===== config.mk =====
export PLATFORM = sky130hd
export DESIGN_NAME = mult_div_unit
export DESIGN_NICKNAME = d
export VERILOG_FILES = /design/src/rtl/mult_div_unit.sv
export SDC_FILE = /design/constraint.sdc
export NUM_CORES = 1
export LEC_CHECK = 0
export ABC_AREA = 1
export CORE_MARGIN = 1
export CORE_UTILIZATION = 55
export DETAILED_ROUTE_END_ITERATION = 12
export GPL_TIMING_DRIVEN = 0
export PLACE_DENSITY_LB_ADDON = 0.25
export SKIP_LAST_GASP = 1
export SLEW_MARGIN = 20
export SYNTH_ARGS = -nofsm -noshare
export SYNTH_HDL_FRONTEND = slang
export SYNTH_SLANG_ARGS = --single-unit

===== constraint.sdc =====
create_clock -name clk -period 4.9 [get_ports clk]
set_input_delay 1.225 -clock clk [delete_from_list [all_inputs] [get_ports clk]]
set_output_delay 1.225 -clock clk [all_outputs]
set_load 0.1 [all_outputs]

===== src/rtl/mult_div_unit.sv =====
// Signed radix-2 Booth MULT / restoring DIV; 34-cycle latency from start to done (div-by-zero: 1 cycle).
// No backpressure: start is taken only in IDLE/DONE, ignored while busy, never queued.
module mult_div_unit (
  input  logic        clk,
  input  logic        rst,
  input  logic        start,
  input  logic        op,
  input  logic [31:0] a,
  input  logic [31:0] b,
  output logic        busy,
  output logic        done,
  output logic        div_zero,
  output logic [31:0] hi,
  output logic [31:0] lo
);

  typedef enum logic [2:0] {
    S_IDLE,
    S_MULT,
    S_DIV,
    S_FIX,
    S_DONE
  } state_t;

  state_t      state, state_nxt;
  logic [5:0]  cnt;
  logic [31:0] m;        // multiplicand, or |divisor|
  logic [32:0] acc;      // Booth accumulator, or partial remainder
  logic [31:0] q;        // multiplier / quotient shift register
  logic        q_m1;
  logic        sign_q;
  logic        sign_r;
  logic        op_r;
  logic        dz;

  logic        accept;
  logic [31:0] a_abs;
  logic [31:0] b_abs;
  logic [32:0] m_ext;
  logic [32:0] mul_sum;
  logic [32:0] div_shift;
  logic [33:0] div_diff;

  assign accept = start && ((state == S_IDLE) || (state == S_DONE));
  assign a_abs  = a[31] ? (32'd0 - a) : a;
  assign b_abs  = b[31] ? (32'd0 - b) : b;
  assign m_ext  = {m[31], m};

  assign busy     = (state == S_MULT) || (state == S_DIV) || (state == S_FIX);
  assign done     = (state == S_DONE);
  assign div_zero = (state == S_DONE) && dz;

  always_comb begin
    mul_sum = acc;
    case ({q[0], q_m1})
      2'b01:   mul_sum = acc + m_ext;
      2'b10:   mul_sum = acc - m_ext;
      default: mul_sum = acc;
    endcase
    // Remainder stays below |b| <= 2^31, so acc[32] is always zero in DIV.
    div_shift = {acc[31:0], q[31]};
    div_diff  = {1'b0, div_shift} - {2'b00, m};
  end

  always_ff @(posedge clk) begin
    if (!rst) state <= S_IDLE;
    else      state <= state_nxt;
  end

  always_comb begin
    state_nxt = state;
    case (state)
      S_IDLE, S_DONE: begin
        state_nxt = S_IDLE;
        if (start) begin
          if (!op)            state_nxt = S_MULT;
          else if (b == '0)   state_nxt = S_DONE;
          else                state_nxt = S_DIV;
        end
      end
      S_MULT:  if (cnt == 6'd31) state_nxt = S_FIX;
      S_DIV:   if (cnt == 6'd31) state_nxt = S_FIX;
      S_FIX:   state_nxt = S_DONE;
      default: state_nxt = S_IDLE;
    endcase
  end

  always_ff @(posedge clk) begin
    if (!rst) begin
      cnt    <= '0;
      m      <= '0;
      acc    <= '0;
      q      <= '0;
      q_m1   <= 1'b0;
      sign_q <= 1'b0;
      sign_r <= 1'b0;
      op_r   <= 1'b0;
      dz     <= 1'b0;
      hi     <= '0;
      lo     <= '0;
    end else if (accept) begin
      cnt  <= '0;
      acc  <= '0;
      q_m1 <= 1'b0;
      op_r <= op;
      dz   <= op && (b == '0);
      if (!op) begin
        m <= a;
        q <= b;
      end else begin
        m      <= b_abs;
        q      <= a_abs;
        sign_q <= a[31] ^ b[31];
        sign_r <= a[31];
      end
    end else begin
      case (state)
        S_MULT: begin
          acc  <= {mul_sum[32], mul_sum[32:1]};
          q    <= {mul_sum[0], q[31:1]};
          q_m1 <= q[0];
          cnt  <= cnt + 6'd1;
        end
        S_DIV: begin
          if (!div_diff[33]) begin
            acc <= div_diff[32:0];
            q   <= {q[30:0], 1'b1};
          end else begin
            acc <= div_shift;
            q   <= {q[30:0], 1'b0};
          end
          cnt <= cnt + 6'd1;
        end
        S_FIX: begin
          if (!op_r) begin
            hi <= acc[31:0];
            lo <= q;
          end else begin
            hi <= sign_r ? (32'd0 - acc[31:0]) : acc[31:0];
            lo <= sign_q ? (32'd0 - q) : q;
          end
        end
        default: ;
      endcase
    end
  end

endmodule


# After elaboration in Yosys (flattened, before gate mapping)

Index checks and enable logic that the tools add are counted.

Equality and inequality tests: 8
Bitwise logic cells: 3
Muxes and demuxes: 19
Reduce and logical (&&, ||, !) cells: 15
Add/subtract/negate cells: 8

Operators by type and width:

| operator                                                              | number |
|---|---|
| 32-bit 2-to-1 mux                                                     | 9 |
| 33-bit one-hot mux with 2 select lines                                | 2 |
| 1-bit by 32-bit subtractor with 32-bit output, first input constant   | 4 |
| 32-bit one-hot mux with 2 select lines                                | 1 |
| 33-bit by 32-bit subtractor with 34-bit output                        | 1 |
| 33-bit adder                                                          | 1 |
| 33-bit 2-to-1 mux                                                     | 1 |
| 33-bit subtractor                                                     | 1 |
| 32-bit zero test                                                      | 1 |
| 3-bit 2-to-1 mux                                                      | 4 |
| 3-bit one-hot mux with 3 select lines                                 | 1 |
| 6-bit by 1-bit adder with 6-bit output, second input constant         | 1 |
| 3-bit by 2-bit equality test with 1-bit output, second input constant | 2 |
| 6-bit by 5-bit equality test with 1-bit output, second input constant | 1 |
| 2-bit OR reduction                                                    | 3 |
| 2-bit AND reduction                                                   | 2 |
| 3-bit by 1-bit equality test with 1-bit output, second input constant | 1 |
| 3-bit equality test, second input constant                            | 1 |
| 1-bit logical AND                                                     | 3 |
| 3-bit zero test                                                       | 1 |
| 1-bit logical OR                                                      | 3 |
| 3-bit nonzero test                                                    | 1 |
| 2-bit by 1-bit equality test with 1-bit output, second input constant | 1 |
| 2-bit equality test, second input constant                            | 1 |
| other kinds (5)                                                       | 6 |

Flip-flop bits (word level): 175
Word-level logic and storage cells: 65
Input port bits: 68
Output and inout port bits: 67

# Logic depth before layout (Yosys ltp)

Gate-level depths: netlist (run 1).

Depth in word-level cells: 5
Gate-level depth with buffers: 29
Depth with buffers taken out: 29

# Worst setup path after synthesis (run 1)

OpenSTA, ideal clock, no wires.

Path type: flip-flop to output port
From: register state[0]
To: output port div_zero
Path buffers: 0
Arrival: 2.551 ns
Required time: 3.675 ns
Cell stages (with the launch flop): 4
Path slack: 1.124 ns
Path through: dfxtp_1 nor2_1 inv_1 nor3_1

Longest elaborated chain between the ends: 2

RTL lines:

| item                   | RTL line | text |
|---|---|---|
| from (decl)            | 25       | `state_t state, state_nxt;` |
| from (signal assigned) | 67       | `else state <= state_nxt;` |
| 3-bit equality test    | 51       | `assign div_zero = (state == S_DONE) && dz;` |
| 1-bit logical AND      | 51       |  |
| to (decl)              | 12       | `output logic div_zero,` |

Every way passes these cells.

# Worst setup path in the final report (run 1)

From: register q[0]
To: register acc[22]

Longest elaborated chain between the ends: 3
Elaborated cells on any way between the ends: 4
Classes of those cells: 2 x eq/ne; 2 x mux

RTL lines:

| item                                                                                  | RTL line | text |
|---|---|---|
| from (decl)                                                                           | 29       | `logic [31:0] q;` |
| from (signal assigned)                                                                | 112      | `q <= a_abs;` |
| from (signal assigned)                                                                | 120      | `q <= {mul_sum[0], q[31:1]};` |
| from (signal assigned)                                                                | 127      | `q <= {q[30:0], 1'b1};` |
| 2-bit equality test or 2-bit by 1-bit equality test with 1-bit output (tied branches) | 55       | `case ({q[0], q_m1})` |
| 33-bit one-hot mux with 2 select lines *                                              | 55       |  |
| 33-bit one-hot mux with 2 select lines *                                              | 117      | `case (state)` |
| to (signal assigned)                                                                  | 119      | `acc <= {mul_sum[32], mul_sum[32:1]};` |
| to (signal assigned)                                                                  | 126      | `acc <= div_diff[32:0];` |
| to (signal assigned)                                                                  | 129      | `acc <= div_shift;` |
| to (decl)                                                                             | 28       | `logic [32:0] acc;` |

Mark *: on every way between the ends. The rest lies on a longest branch, timed or not.
A chain may end at the register's enable or synchronous reset.

==> qor.yml, run 1 <==
outcome: "finished clean"
area_delta_synth_final_pct: 15.0
num-fill-cells: 2755
antenna_cells: 0
drtAntennaViolNets: 0
worstPathArrival_ps: 4600
cts_resized: 0
maxSlewViolCount: 0
power_density_nw_per_um2: 839
cts_tree: "yes"
grt_max_degree: 17
setup-tns-final_ps: 0
setup_slack_ps: 639
critPathKind: "reg2reg"
cts_setup_buffers: 0
syn_area_um2: 16200
fin_crit_sh: 0.870
ctsHoldBuffers: 0
yosys_warnings: 0
fin_util: 0.646
grt_usage: 0.460
total_power_w: 0.0156
die_area_um2: 30100
gp_congestion: 1.11
synthTopCellsByCount: "625 x nand2_1, 356 x inv_1, 333 x nor2_1"
synthAdderAreaFrac: 0.0575
die_w_um: 173
synth_seq_area_share: 0.217
crit_fanout: 10
synthCells: 2751
grt_antenna_before_repair: 1
grt_pass1_vias: 18800
irDropWorstVdd_v: 0.000352
path_common_cell: "nand2_1"
muxShareOfSynthArea: 0
postSynthAreaPerCell_um2: 5.87
crit_chain: "ha_1 > clkbuf_1 > inv_1 > clkbuf_1 > nand2_1 > xor2_1 > inv_1 > ha_1 > nand2_1 > nor2_1 > inv_1 > nor3_1 > nand3_1 > nand4_1 > nand3_1 > nand2_1 > nand2_1 > nand2_1 > a21oi_1"
yosysTopAreaCell: "dfxtp_1"
io_pins: 135
maxCapViolCount: 0
drive_gt1_frac: 0.0343
drc: 0
start_kind: "flip-flop"
path_buf_inv: 5
worst_slew_pin_slew_ps: 1010
viasPerCell: 6.19
htree_levels: 4
grt_setup_unrepaired: "no"
core_region_area_um2: 28800
routedWlPerCell_um: 21.4
num_rows: 62
whs_ps: 468
syn_nets: 2892
skew_ps: 17.3
clk_latency_ps: 470
overflow: 0
finalCriticalPeriod_ps: 4260
clkSlewWorstSetupHoldPaths_ps: 80
finalSetupViolations: 0
dp_hpwl_mm: 56.3
die_h_um: 173
clock_sinks: 175
cp_data_required_time_ps: 5230
ys.flop_type: "dfxtp_1"
cp_slowest_cell: "nor3_1"
async_flop_share: 0
ys_seq_elements: 175
slew_headroom: 0.327
leakage_nw: 8.66
fmax_mhz: 235
initial_core_util: 0.561
slowest_delay_ps: 460
synth_compound_area_frac: 0.232
synth_top_area_share: 0.217
vias: 20400
finalHoldViolations: 0
cts_root_buffer: "clkbuf_16"
cts_buffers: 17
grt_pass1_wl_mm: 106
worstSetupEndpointType: "flip-flop"
yosys.area_share.simple: 0.333
synth_top_family_by_area: "simple AND/OR/NAND/NOR gates"
synthXorXnorAreaFrac: 0.0482
synth_cell_types: 53
synth_edf_count: 0
cp_top_family: "simple AND/OR/NAND/NOR gates"
clk_path_buf_depth: 2
synthTopCellsByArea: "dfxtp_1 22%, nand2_1 15%, inv_1 8.3%"
drt_iter0_drc: 2956
hp-class: "reg2reg"
routed_wl_mm: 70.7
nNetsFinal: 3045
yosysMostFrequentCell: "nand2_1"
portBuffers: 134
first_pass_iters: 10
place_ws_ps: 755
## tightest hold or removal path: cells and delay by family (launching register included)
kind | cells | cell delay (ps)
flip-flops | 1 | 320
AO/OA/AOI/OAI | 1 | 50
buffers and inverters | 1 | 60
## layer usage
layer	part of all wire	vias up	GRT usage
li1	-	9418	-
met2	0.43	1526	0.713
met5	0.00013	-	0
met3	0.12	366	0.0936
met1	0.37	9118	0.556
met4	0.089	2	0.367
## kinds of logic after synthesis
group	count (synthesis)
xor gates and xnor gates	89
AOI/OAI and AO/OA	673
buffers and inverters	469
and+or+nand+nor	1272
adders and majority gates	73
DFF	175
## power breakdown
part / internal, W / total [W] / leakage (nW) / switching, W
Combinational: 0.00345 / 0.0116 / 6.94 / 0.00811
Clock: 0.000818 / 0.00146 / 0.288 / 0.000644
Sequential: 0.00182 / 0.00257 / 1.43 / 0.000754
## state kept, by name (all words and copies together), names as in the netlist
register,flops
acc,33
hi,32
lo,32
m,32
q,32
cnt,6
state,3
dz,1
op_r,1
q_m1,1
sign_q,1
sign_r,1
## path summary, 6_finish.rpt
| kind | from | endpoint | slack [ps] | depth (start not counted) |
|---|---|---|---|---|
| worst max-delay path | q[0]$_SDFFE_PN0P_ | acc[22]$_SDFFE_PP0N_ | 640 | 19 |
| worst min register to register | cnt[4]$_SDFFE_PP0N_ | cnt[4]$_SDFFE_PP0N_ | 470 | 2 |
| worst max register to register | q[0]$_SDFFE_PN0P_ | acc[22]$_SDFFE_PP0N_ | 640 | 19 |
| worst min-delay path | cnt[4]$_SDFFE_PP0N_ | cnt[4]$_SDFFE_PP0N_ | 470 | 2 |
## through the flow
step / std cells / instance area, µm²
2_1_floorplan: 2751 / 16200
3_3_place_gp: 3269 / 18000
3_5_place_dp: 3269 / 18000
4_1_cts: 3299 / 18600
5_1_grt: 3299 / 18600
6_report: 3299 / 18600
## layout make-up
cell class | count | area (µm²) | share of cell area
clock inverter | 11 | 156 | 0.00842
buffer | 106 | 449 | 0.0242
inverter | 363 | 1360 | 0.0733
tap | 384 | 480 | 0.0259
clock buffer | 19 | 443 | 0.0238
timing repair buffer | 134 | 1340 | 0.0722
multi-input combinational | 2107 | 10800 | 0.584
sequential | 175 | 3500 | 0.189
## cell usage in the layout, fill, tap and decap left out, types with 12 or more instances in the layout
| cell type | instances |
|---|---|
| nand2_1 | 625 |
| inv_1 | 356 |
| nor2_1 | 333 |
| o21ai_0 | 241 |
| a21oi_1 | 232 |
| nand3_1 | 177 |
| dfxtp_1 | 175 |
| clkdlybuf4s50_1 | 134 |
| clkbuf_1 | 78 |
| ha_1 | 71 |
| xor2_1 | 70 |
| a31oi_1 | 44 |
| nor3_1 | 39 |
| nand4_1 | 31 |
| o21ai_1 | 29 |
| o22ai_1 | 25 |
| o21bai_1 | 22 |
| xnor2_1 | 19 |
| clkbuf_16 | 17 |
| o221ai_1 | 16 |
| buf_2 | 13 |
| or2_2 | 13 |
| o211ai_1 | 12 |
| a211oi_1 | 12 |
Note: power is estimated with default switching activity, not from simulation.
==> inputs of run 2 (changes only) <==
--- a/config.mk
+++ b/config.mk
@@ -6,6 +6,7 @@
 export NUM_CORES = 1
 export LEC_CHECK = 0
 export ABC_AREA = 1
+export CORE_ASPECT_RATIO = 1.4
 export CORE_MARGIN = 1
 export CORE_UTILIZATION = 55
 export DETAILED_ROUTE_END_ITERATION = 12
==> constraint.sdc (replaced) <==
create_clock -name clk -period 5.2 [get_ports clk]
set_input_delay 1.3 -clock clk [delete_from_list [all_inputs] [get_ports clk]]
set_output_delay 1.3 -clock clk [all_outputs]
set_load 0.1 [all_outputs]
==> run 2 against run 1 <==
Net effect: worst setup slack better by 94 ps; clock-buffer cell count down 1; utilization up 0.23 points; first-iteration DRC count down 16%; sequential power down 4%; wire length up 4.1%; sequential cell count unchanged; die area about the same; final cell count down 0.21%; clock power down 8%; non-clock buffer count unchanged; largest cell class unchanged; highest routed layer unchanged.
==> qor.yml, run 2 (synthesis results as in run 1) <==
outcome: "finished clean"
hp-class: "reg2reg"
clk_latency_ps: 470
fmax_mhz: 224
final_common_cell: "nand2_1"
area_delta_synth_final_pct: 15.0
worst_slew_pin_slew_ps: 1000
drt_iter0_drc: 2495
drc: 0
clkSlewWorstSetupHoldPaths_ps: 80
fin_crit_sh: 0.859
path_common_cell: "nand2_1"
cp_slowest_cell: "clkbuf_1"
crit_fanout: 10
cts_resized: 0
r2r_slack_ps: 730
topRoutingLayerUsed: "met5"
cts_tree: "yes"
worstSetupEndpointType: "flip-flop"
setup-tns-final_ps: 0
vias: 20500
num-fill-cells: 2748
die_h_um: 205
clk_path_buf_depth: 2
path_buf_inv: 4
die_area_um2: 30100
htree_levels: 4
grt_antenna_before_repair: 1
wl_met1_mm: 24.8
met2_length_mm: 32.9
antenna_cells: 0
multiInputGateArea_um2: 10800
cts_buffers: 17
total_power_w: 0.0151
crit-reg2reg-launch: "q[0]$_SDFFE_PN0P_"
post-place-cells: 3260
wl_met3_mm: 7.43
ff2ff_path_depth: 19
grt_setup_unrepaired: "no"
finalSetupViolations: 0
grt_usage: 0.487
cts_setup_buffers: 0
start_kind: "flip-flop"
largest_reg_flops: 33
maxCapViolCount: 0
overflow: 0
critPathKind: "reg2reg"
first_pass_iters: 7
skew_ps: 17.9
grt_pass1_wl_mm: 109
crit_chain: "ha_1 > clkbuf_1 > inv_1 > clkbuf_1 > nand2_1 > xor2_1 > inv_1 > ha_1 > or2_2 > nand2_1 > o21ai_0 > nand3_1 > nand2_1 > nand2_1 > nand3b_1 > nand3_1 > nand2_1 > nand2_1 > a21oi_1"
grt_max_degree: 19
leakage_nw: 8.66
nNetsFinal: 3045
maxSlewViolCount: 0
num_rows: 73
dp_hpwl_mm: 58.4
seq_area_um2: 3500
cts_root_buffer: "clkbuf_16"
routedWlPerCell_um: 22.4
regMostFlops: "acc"
gp_congestion: 1.14
whs_ps: 459
layout_common_cells: "625 x nand2_1, 356 x inv_1, 333 x nor2_1"
hold_start: "cnt[4]$_SDFFE_PP0N_"
placed_area_um2: 18000
clock_sinks: 175
io_pins: 135
cp_top_family: "simple AND/OR/NAND/NOR gates"
worstPathArrival_ps: 4870
portBuffers: 134
initial_core_util: 0.563
routed_wl_mm: 73.6
irDropWorstVdd_v: 0.000374
slowest_delay_ps: 450
die_w_um: 147
finalHoldViolations: 0
slew_headroom: 0.329
drtAntennaViolNets: 0
holdPathEnd: "cnt[4]$_SDFFE_PP0N_"
fin_area_um2: 18600
grt_pass1_vias: 19400
min_path_cells: 2
viasPerCell: 6.22
stdcell_count: 3292
core_region_area_um2: 28700
finalCriticalPeriod_ps: 4470
cp_data_required_time_ps: 5600
power_density_nw_per_um2: 810
ctsHoldBuffers: 0
drive_gt1_frac: 0.0353
r2r_end: "acc[21]$_SDFFE_PP0N_"
==> run 2: changes by cell type in the layout (fill, tap and decap cells not counted) <==
cell        before  now
clkinvlp_4       2    1
clkinv_8         0    4
inv_6            3    4
clkinv_4         1    2
clkbuf_1        78   77
bufinv_16        3    1
==> run 2: worst max-delay path by stage <==
| stage | start | to | cells after the start |
|---|---|---|---|
| floorplan | state[0]$_SDFFE_PN0P_ | div_zero | 3 |
| global placement | b[0] | state[2]$_SDFFE_PN0P_ | 13 |
| detailed placement | b[0] | state[2]$_SDFFE_PN0P_ | 13 |
| CTS | q[0]$_SDFFE_PN0P_ | acc[21]$_SDFFE_PP0N_ | 19 |
| global route | q[0]$_SDFFE_PN0P_ | acc[21]$_SDFFE_PP0N_ | 19 |
| finish | q[0]$_SDFFE_PN0P_ | acc[21]$_SDFFE_PP0N_ | 19 |
==> run 2: report_power, final <==
part	switching (W)	leakage, nW	internal [W]
registers	0.000771	1.43	0.00171
logic	0.00796	6.94	0.00326
clock network	0.000654	0.295	0.000698
==> run 2: worst min-delay path: stages (launching register included) <==
cell and delay (ps):
dfxtp_1 320, inv_1 50, a21oi_1 50
==> run 2: layer usage <==
layer  vias to the layer above  global-route usage
met1                      9116               0.507
li1                       9406                   -
met5                         -                   0
met3                       508               0.111
met4                         2               0.468
met2                      1450               0.805
==> run 2: final cells by class <==
class | instances | area share
multi-input cells | 2107 | 0.584
flip-flops and latches | 175 | 0.189
inverters | 363 | 0.0733
repair buffers | 134 | 0.0722
well taps | 375 | 0.0253
plain buffers | 106 | 0.0242
clock buffers | 18 | 0.0236
clock inverters | 14 | 0.00923
==> run 2: metrics by stage <==
stage,utilization,worst slack [ps]
global placement,0.626,1020
CTS,0.648,941
detailed placement,0.626,946
global route,0.648,502
floorplan,-,1350
finish,0.648,733
